### config.mk
export PLATFORM = sky130hd
export DESIGN_NAME = fetch_controller
export DESIGN_NICKNAME = d
export VERILOG_FILES = /design/src/rtl/fetch_pkg.sv /design/src/rtl/fetch_fifo.sv /design/src/rtl/fetch_controller.sv
export SDC_FILE = /design/constraint.sdc
export NUM_CORES = 1
export LEC_CHECK = 0
export BUFFER_PORTS_ARGS = -buffer_cell sky130_fd_sc_hd__buf_4
export CORE_MARGIN = 8
export CORE_UTILIZATION = 31
export CTS_CLUSTER_DIAMETER = 100
export DETAILED_ROUTE_END_ITERATION = 7
export PLACE_DENSITY = 0.56
export SLEW_MARGIN = 20
export SYNTH_ARGS = -nofsm -noshare
export SYNTH_HDL_FRONTEND = slang
export SYNTH_SLANG_ARGS = --single-unit
### constraint.sdc
create_clock -name clk -period 5.9 [get_ports clk]
set_input_delay 1.18 -clock clk [delete_from_list [all_inputs] [get_ports clk]]
set_output_delay 1.18 -clock clk [all_outputs]
set_load 0.02 [all_outputs]
### src/rtl/fetch_pkg.sv
// fetch_pkg: shared types and constants for the instruction fetch block.
//   fetch_state_t : run/halt/single-step control states
//   fetch_entry_t : one buffered {pc, instruction} pair
//   INSTR_BYTES   : byte stride between consecutive instructions
package fetch_pkg;

   typedef enum logic [1:0] {
      HALT = 2'd0,
      RUN  = 2'd1,
      STEP = 2'd2
   } fetch_state_t;

   typedef struct packed {
      logic [31:0] pc;
      logic [31:0] instr;
   } fetch_entry_t;

   localparam logic [31:0] INSTR_BYTES = 32'd4;

endpackage

### src/rtl/fetch_fifo.sv
// fetch_fifo: small fetch buffer holding fetch_entry_t pairs.
// Ports:
//   clk, rst   : clock, asynchronous active-high reset
//   push       : write push_data (accepted when not full, or full with a pop)
//   push_data  : entry to write
//   pop        : remove the head entry (ignored when empty)
//   flush      : discard all entries; takes priority over push
//   full/empty : occupancy flags
//   head       : oldest entry, combinational read
module fetch_fifo
   import fetch_pkg::*;
#(
   parameter int DEPTH = 2
) (
   input  logic         clk,
   input  logic         rst,
   input  logic         push,
   input  fetch_entry_t push_data,
   input  logic         pop,
   input  logic         flush,
   output logic         full,
   output logic         empty,
   output fetch_entry_t head
);

   localparam int PTR_W = $clog2(DEPTH);

   fetch_entry_t     mem [DEPTH];
   logic [PTR_W-1:0] rd_ptr_reg;
   logic [PTR_W-1:0] wr_ptr_reg;
   logic [PTR_W:0]   count_reg;
   logic             do_pop;
   logic             do_push;

   assign full    = (count_reg == (PTR_W+1)'(DEPTH));
   assign empty   = (count_reg == '0);
   // A full buffer can still take a write when the head leaves in the same cycle.
   assign do_pop  = pop && !empty;
   assign do_push = push && (!full || do_pop) && !flush;
   assign head    = mem[rd_ptr_reg];

   // Payload storage carries no reset; stale words are unreachable once count is 0.
   always_ff @(posedge clk) begin
      if (do_push) begin
         mem[wr_ptr_reg] <= push_data;
      end
   end

   always_ff @(posedge clk or posedge rst) begin
      if (rst) begin
         rd_ptr_reg <= '0;
         wr_ptr_reg <= '0;
         count_reg  <= '0;
      end else if (flush) begin
         rd_ptr_reg <= '0;
         wr_ptr_reg <= '0;
         count_reg  <= '0;
      end else begin
         if (do_push) wr_ptr_reg <= wr_ptr_reg + PTR_W'(1);
         if (do_pop)  rd_ptr_reg <= rd_ptr_reg + PTR_W'(1);
         if (do_push && !do_pop)      count_reg <= count_reg + 1'b1;
         else if (do_pop && !do_push) count_reg <= count_reg - 1'b1;
      end
   end

endmodule

### src/rtl/fetch_controller.sv
// fetch_controller: owns the PC, issues one instruction-memory fetch per
// cycle, buffers {pc, instr} pairs and hands them to IF/ID via valid/ready.
// Supports branch redirect (flush), run/halt/single-step and counts
// accepted instructions.
// Ports:
//   clk, rst           : clock, asynchronous active-high reset
//   imem_addr/imem_instr : instruction memory address out, word in (same cycle)
//   redirect_valid/pc  : taken branch/jump, target (low two bits dropped)
//   run_en, step       : free-run level, single-fetch pulse while halted
//   out_valid/out_ready/out_pc/out_instr/out_pc4 : IF/ID handshake
//   halted             : FSM is in HALT
//   fetch_count        : accepted handshakes, wraps
//   fetch_fault        : (only with FETCH_BOUNDS_CHECK_EN) sticky out-of-range fetch
// Optional feature macro: FETCH_BOUNDS_CHECK_EN
module fetch_controller
   import fetch_pkg::*;
#(
   parameter logic [31:0] RESET_PC   = 32'h0000_0000,
   parameter int          MEM_WORDS  = 128,
   parameter int          FIFO_DEPTH = 2
) (
   input  logic        clk,
   input  logic        rst,
   output logic [31:0] imem_addr,
   input  logic [31:0] imem_instr,
   input  logic        redirect_valid,
   input  logic [31:0] redirect_pc,
   input  logic        run_en,
   input  logic        step,
   output logic        out_valid,
   input  logic        out_ready,
   output logic [31:0] out_pc,
   output logic [31:0] out_instr,
   output logic [31:0] out_pc4,
   output logic        halted,
   output logic [31:0] fetch_count
`ifdef FETCH_BOUNDS_CHECK_EN
   ,
   output logic        fetch_fault
`endif
);

   if (FIFO_DEPTH < 2 || (FIFO_DEPTH & (FIFO_DEPTH - 1)) != 0 || MEM_WORDS < 1) begin : g_param_check
      $error("fetch_controller: FIFO_DEPTH must be a power of two >= 2 and MEM_WORDS >= 1");
   end

   fetch_state_t state_reg;
   fetch_state_t state_next;
   logic [31:0]  pc_reg;
   logic         fetch_en;
   logic         fire_ok;
   logic         fire;
   logic         pop;
   logic         fifo_full;
   logic         fifo_empty;
   fetch_entry_t push_entry;
   fetch_entry_t head_entry;

   assign fetch_en   = (state_reg == RUN) || (state_reg == STEP);
   assign pop        = out_valid && out_ready;
   // A redirect cycle never pushes: the word at pc_reg is on the wrong path.
   assign fire_ok    = fetch_en && (!fifo_full || pop) && !redirect_valid;
   assign push_entry = '{pc: pc_reg, instr: imem_instr};

`ifdef FETCH_BOUNDS_CHECK_EN
   localparam logic [32:0] ADDR_LIMIT = 33'(MEM_WORDS) * 33'd4;
   logic fault_reg;
   logic fault_hit;

   assign fault_hit   = fire_ok && ({1'b0, pc_reg} >= ADDR_LIMIT);
   assign fire        = fire_ok && !fault_hit;
   assign fetch_fault = fault_reg;

   always_ff @(posedge clk or posedge rst) begin
      if (rst)            fault_reg <= 1'b0;
      else if (fault_hit) fault_reg <= 1'b1;
   end
`else
   assign fire = fire_ok;
`endif

   always_comb begin
      state_next = state_reg;
      case (state_reg)
         RUN:     if (!run_en) state_next = HALT;
         HALT:    if (run_en) state_next = RUN;
                  else if (step) state_next = STEP;
         // The step is consumed even if the buffer was full and nothing fired.
         STEP:    state_next = HALT;
         default: state_next = HALT;
      endcase
`ifdef FETCH_BOUNDS_CHECK_EN
      if (fault_reg || fault_hit) state_next = HALT;
`endif
   end

   always_ff @(posedge clk or posedge rst) begin
      if (rst) begin
         state_reg   <= HALT;
         pc_reg      <= RESET_PC;
         fetch_count <= '0;
      end else begin
         state_reg <= state_next;
         if (redirect_valid) pc_reg <= redirect_pc & ~(INSTR_BYTES - 32'd1);
         else if (fire)      pc_reg <= pc_reg + INSTR_BYTES;
         // An accept in a redirect cycle is still a delivered instruction.
         if (pop) fetch_count <= fetch_count + 32'd1;
      end
   end

   fetch_fifo #(.DEPTH(FIFO_DEPTH)) u_fifo (
      .clk       (clk),
      .rst       (rst),
      .push      (fire),
      .push_data (push_entry),
      .pop       (pop),
      .flush     (redirect_valid),
      .full      (fifo_full),
      .empty     (fifo_empty),
      .head      (head_entry)
   );

   assign imem_addr = pc_reg;
   assign out_valid = !fifo_empty;
   assign out_pc    = fifo_empty ? 32'd0 : head_entry.pc;
   assign out_instr = fifo_empty ? 32'd0 : head_entry.instr;
   assign out_pc4   = fifo_empty ? 32'd0 : head_entry.pc + INSTR_BYTES;
   assign halted    = (state_reg == HALT);

endmodule

==> results.tsv <==
stage	metric	value	unit
detailed_routing	detail_route.iter0.violations	273	
synth	syn_inst	803	
critical_path	crit_start	u_fifo.rd_ptr_reg	
floorplan	start_util	31.4	%
synth	ys_seq_area_share	58.3	%
critical_path	crit_type	reg -> out	
global_route	grt-ovfl-total	0	
detailed_routing	first_pass_iters	4	
global_route	busiest_layer	met2	
synth	synth.area.top_cells	edfxtp_1, dfrtp_1, mux2i_1	
synth	synthAdderAreaFrac	0.672	%
pwr	p_leak	4.71	nW
global_route	grtUsageTotal	15.0	%
global_route	grt_util_met1	20.0	%
synth	avgSynthCellArea	11.6	um2
clock_tree	cts_max_level	4	
sta	rsz0062_at_grt	no	
pwr	p_per_area	411	nW/um2
worst_hold_path	min_path_type	reg -> reg	
sta	setup_viol	0	
synth	synth_edf_count	124	
global_route	grtUsageMet3	4.80	%
sta	tightestPinTransition	1.00	ns
critical_path	crit_path_cell_trace	buf_4 > nand2_1 > o22ai_2 > nand4_2 > nor4_1 > mux2_2 > buf_4	
worst_hold_path	worstHoldStart	fetch_count[31]	
synth	synth_xor_area_share	6.68	%
detailed_routing	routed_wl	27100	um
pwr	ir_drop	0.166	mV
synth	synth_mux_area_share	8.52	%
sta	tns	0	ns
clock_tree	post_cts_resized	0	
critical_path	cp_slowest_stage_delay	0.59	ns
synth	syn_area	9310	um2
layout	area_delta_synth_final	28.4	%
critical_path	worst_setup_path_end_kind	output pin	
synth	synth-main-ff-cell	edfxtp_1	
floorplan	std_cell_rows	63	
detailed_routing	ant_nets	0	
floorplan	core_area	29600	um2
sta	fmax	213	MHz
layout	fin_util	40.3	%
critical_path	r2r_start	state_reg[0]	
floorplan	pin_count	232	
outcome	status	finished, final reports clean	
flow_run	drv_cap	0	
critical_path	cpMaxStageDelayCell	buf_4	
clock_tree	insertion_delay	0.43	ns
synth	synth_top_family_by_area	simple AND/OR/NAND/NOR gates	
layout	fin_nets	1091	
synth	synth_seq_cells	192	
placement	dp_hpwl	20000	um
global_route	grt_max_degree	63	
floorplan	die_x	189	um
synth	yosysTopAreaCellShare	40.0	%
synth	synth_compound_area_share	5.30	%
sta	period_share	79.6	%
global_route	antenna_found_initial	1	
floorplan	die_h	189	um
critical_path	cp_max_fo	43	
synth	synthDistinctLibCells	59	
synth	async_flop_share	35.4	%
global_route	grt_pass1_vias	7061	
clock_tree	cts_tree	built	
sta	maxSlewViolCount	0	
placement	place_ws	1.61	ns
pwr	fin_total_pwr	4.91	mW
clock_tree	cts_buffers	17	
placement	gp_congestion	0.790	
global_route	use_met2	23.3	%
sta	fin_crit	4.70	ns
sta	clock_skew	0.0102	ns
global_route	grt_pass1_wl	41900	um
detailed_routing	num_vias	6890	
detailed_routing	wire_per_inst	19.1	um
sta	setup_slack	1.20	ns
critical_path	worstSetupStartpointType	register	
critical_path	cpMostUsedCell	buf_4	
critical_path	required	4.72	ns
synth	synth_warnings	0	
detailed_routing	routed_via_density	4.86	
critical_path	worstPathArrival	3.52	ns
floorplan	dieArea	35800	um2
layout	diodes	0	
layout	top_register	u_fifo.mem	
clock_tree	max-clock-path-buffers	2	
sta	final_hold_viol_count	0	
layout	final_layout_size_suffix_gt1_share	28.6	%
sta	maxSlewHeadroom	33.3	%
clock_tree	clkSinkCount	192	
detailed_routing	drc	0	
clock_tree	cts_hold_buf	0	
layout	final_cell_mix	buf_4, edfxtp_1, nor2_1	
layout	largest_reg_flops	124	
layout	final_common_cell	buf_4	
clock_tree	post_cts_buffers	0	
synth	synthSimpleGateAreaFrac	17.5	%
synth	yosysTopAreaCell	edfxtp_1	
placement	placement.io_buffers	223	
clock_tree	clock-root-buffer	clkbuf_16	
clock_tree	clkTransAtPathRegs	0.08	ns
[cell type report]
type,count,area [um2]
Inverter,17,63.8
Timing Repair Buffer,229,1720
Sequential cell,192,5430
Clock inverter,14,178
Clock buffer,18,429
Multi-Input combinational cell,559,3650
Fill cell,2878,17700
Tap cell,390,488
[critical path: cells and delay by family, from the launching register on]
family,cells,cell delay (ns)
buf+inv,2,0.75
mux,1,0.38
flops,1,0.57
simple gates,3,0.97
compound gates,1,0.39
[synthesized netlist by cell type, types with 9 or more instances]
library cell  instances
and2_1               15
and3_1                9
clkbuf_1             19
dfrtp_1              68
edfxtp_1            124
inv_1                16
mux2_2               17
mux2i_1              59
nand2_1              74
nand3_1              39
nand4_1              23
nor2_1               91
nor2b_1               9
nor3_1               18
nor4_1               19
o21ai_0              34
xnor2_1              44
xor2_1               27
[path summary, 6_finish.rpt]
kind | slack (ns) | to | cells past startpoint
max | 1.20 | out_pc4[31] | 7
min | 0.48 | fetch_count[31] | 1
max reg2reg | 2.82 | u_fifo.mem[1][41] | 5
min reg2reg | 0.48 | fetch_count[31] | 1
max in group asynchronous | 4.00 | u_fifo.rd_ptr_reg | 3
min in group asynchronous | 0.86 | fetch_count[20] | 2
[kinds of logic after synthesis]
family | count (synthesis)
flops | 192
simple gates | 326
compound gates | 74
mux | 77
other cells | 1
xor+xnor | 71
buf+inv | 57
fa+ha+maj | 5
[metal layers]
| layer | share of wire, % | vias to the layer above | routed length (um) |
|---|---|---|---|
| met2 | 45 | 218 | 12200 |
| met1 | 46 | 3328 | 12500 |
| met5 | 0.048 | - | 13 |
| li1 | - | 3322 | - |
| met3 | 7.8 | 20 | 2120 |
| met4 | 1.2 | 2 | 318 |
[through the flow]
step / cells / hold WS, ns / cell area (um2)
2_1_floorplan: 808 / 0.541 / 9330
3_3_place_gp: 1387 / 0.461 / 11300
3_5_place_dp: 1387 / 0.462 / 11300
4_1_cts: 1419 / 0.483 / 12000
5_1_grt: 1419 / 0.512 / 12000
6_report: 1419 / 0.482 / 12000
[report_power, final]
part | switching [mW] | internal (mW) | total, mW
registers | 0.174 | 1.70 | 1.88
clock network | 0.607 | 0.581 | 1.19
logic | 1.15 | 0.687 | 1.84
Power figures use the tool's default switching activity.
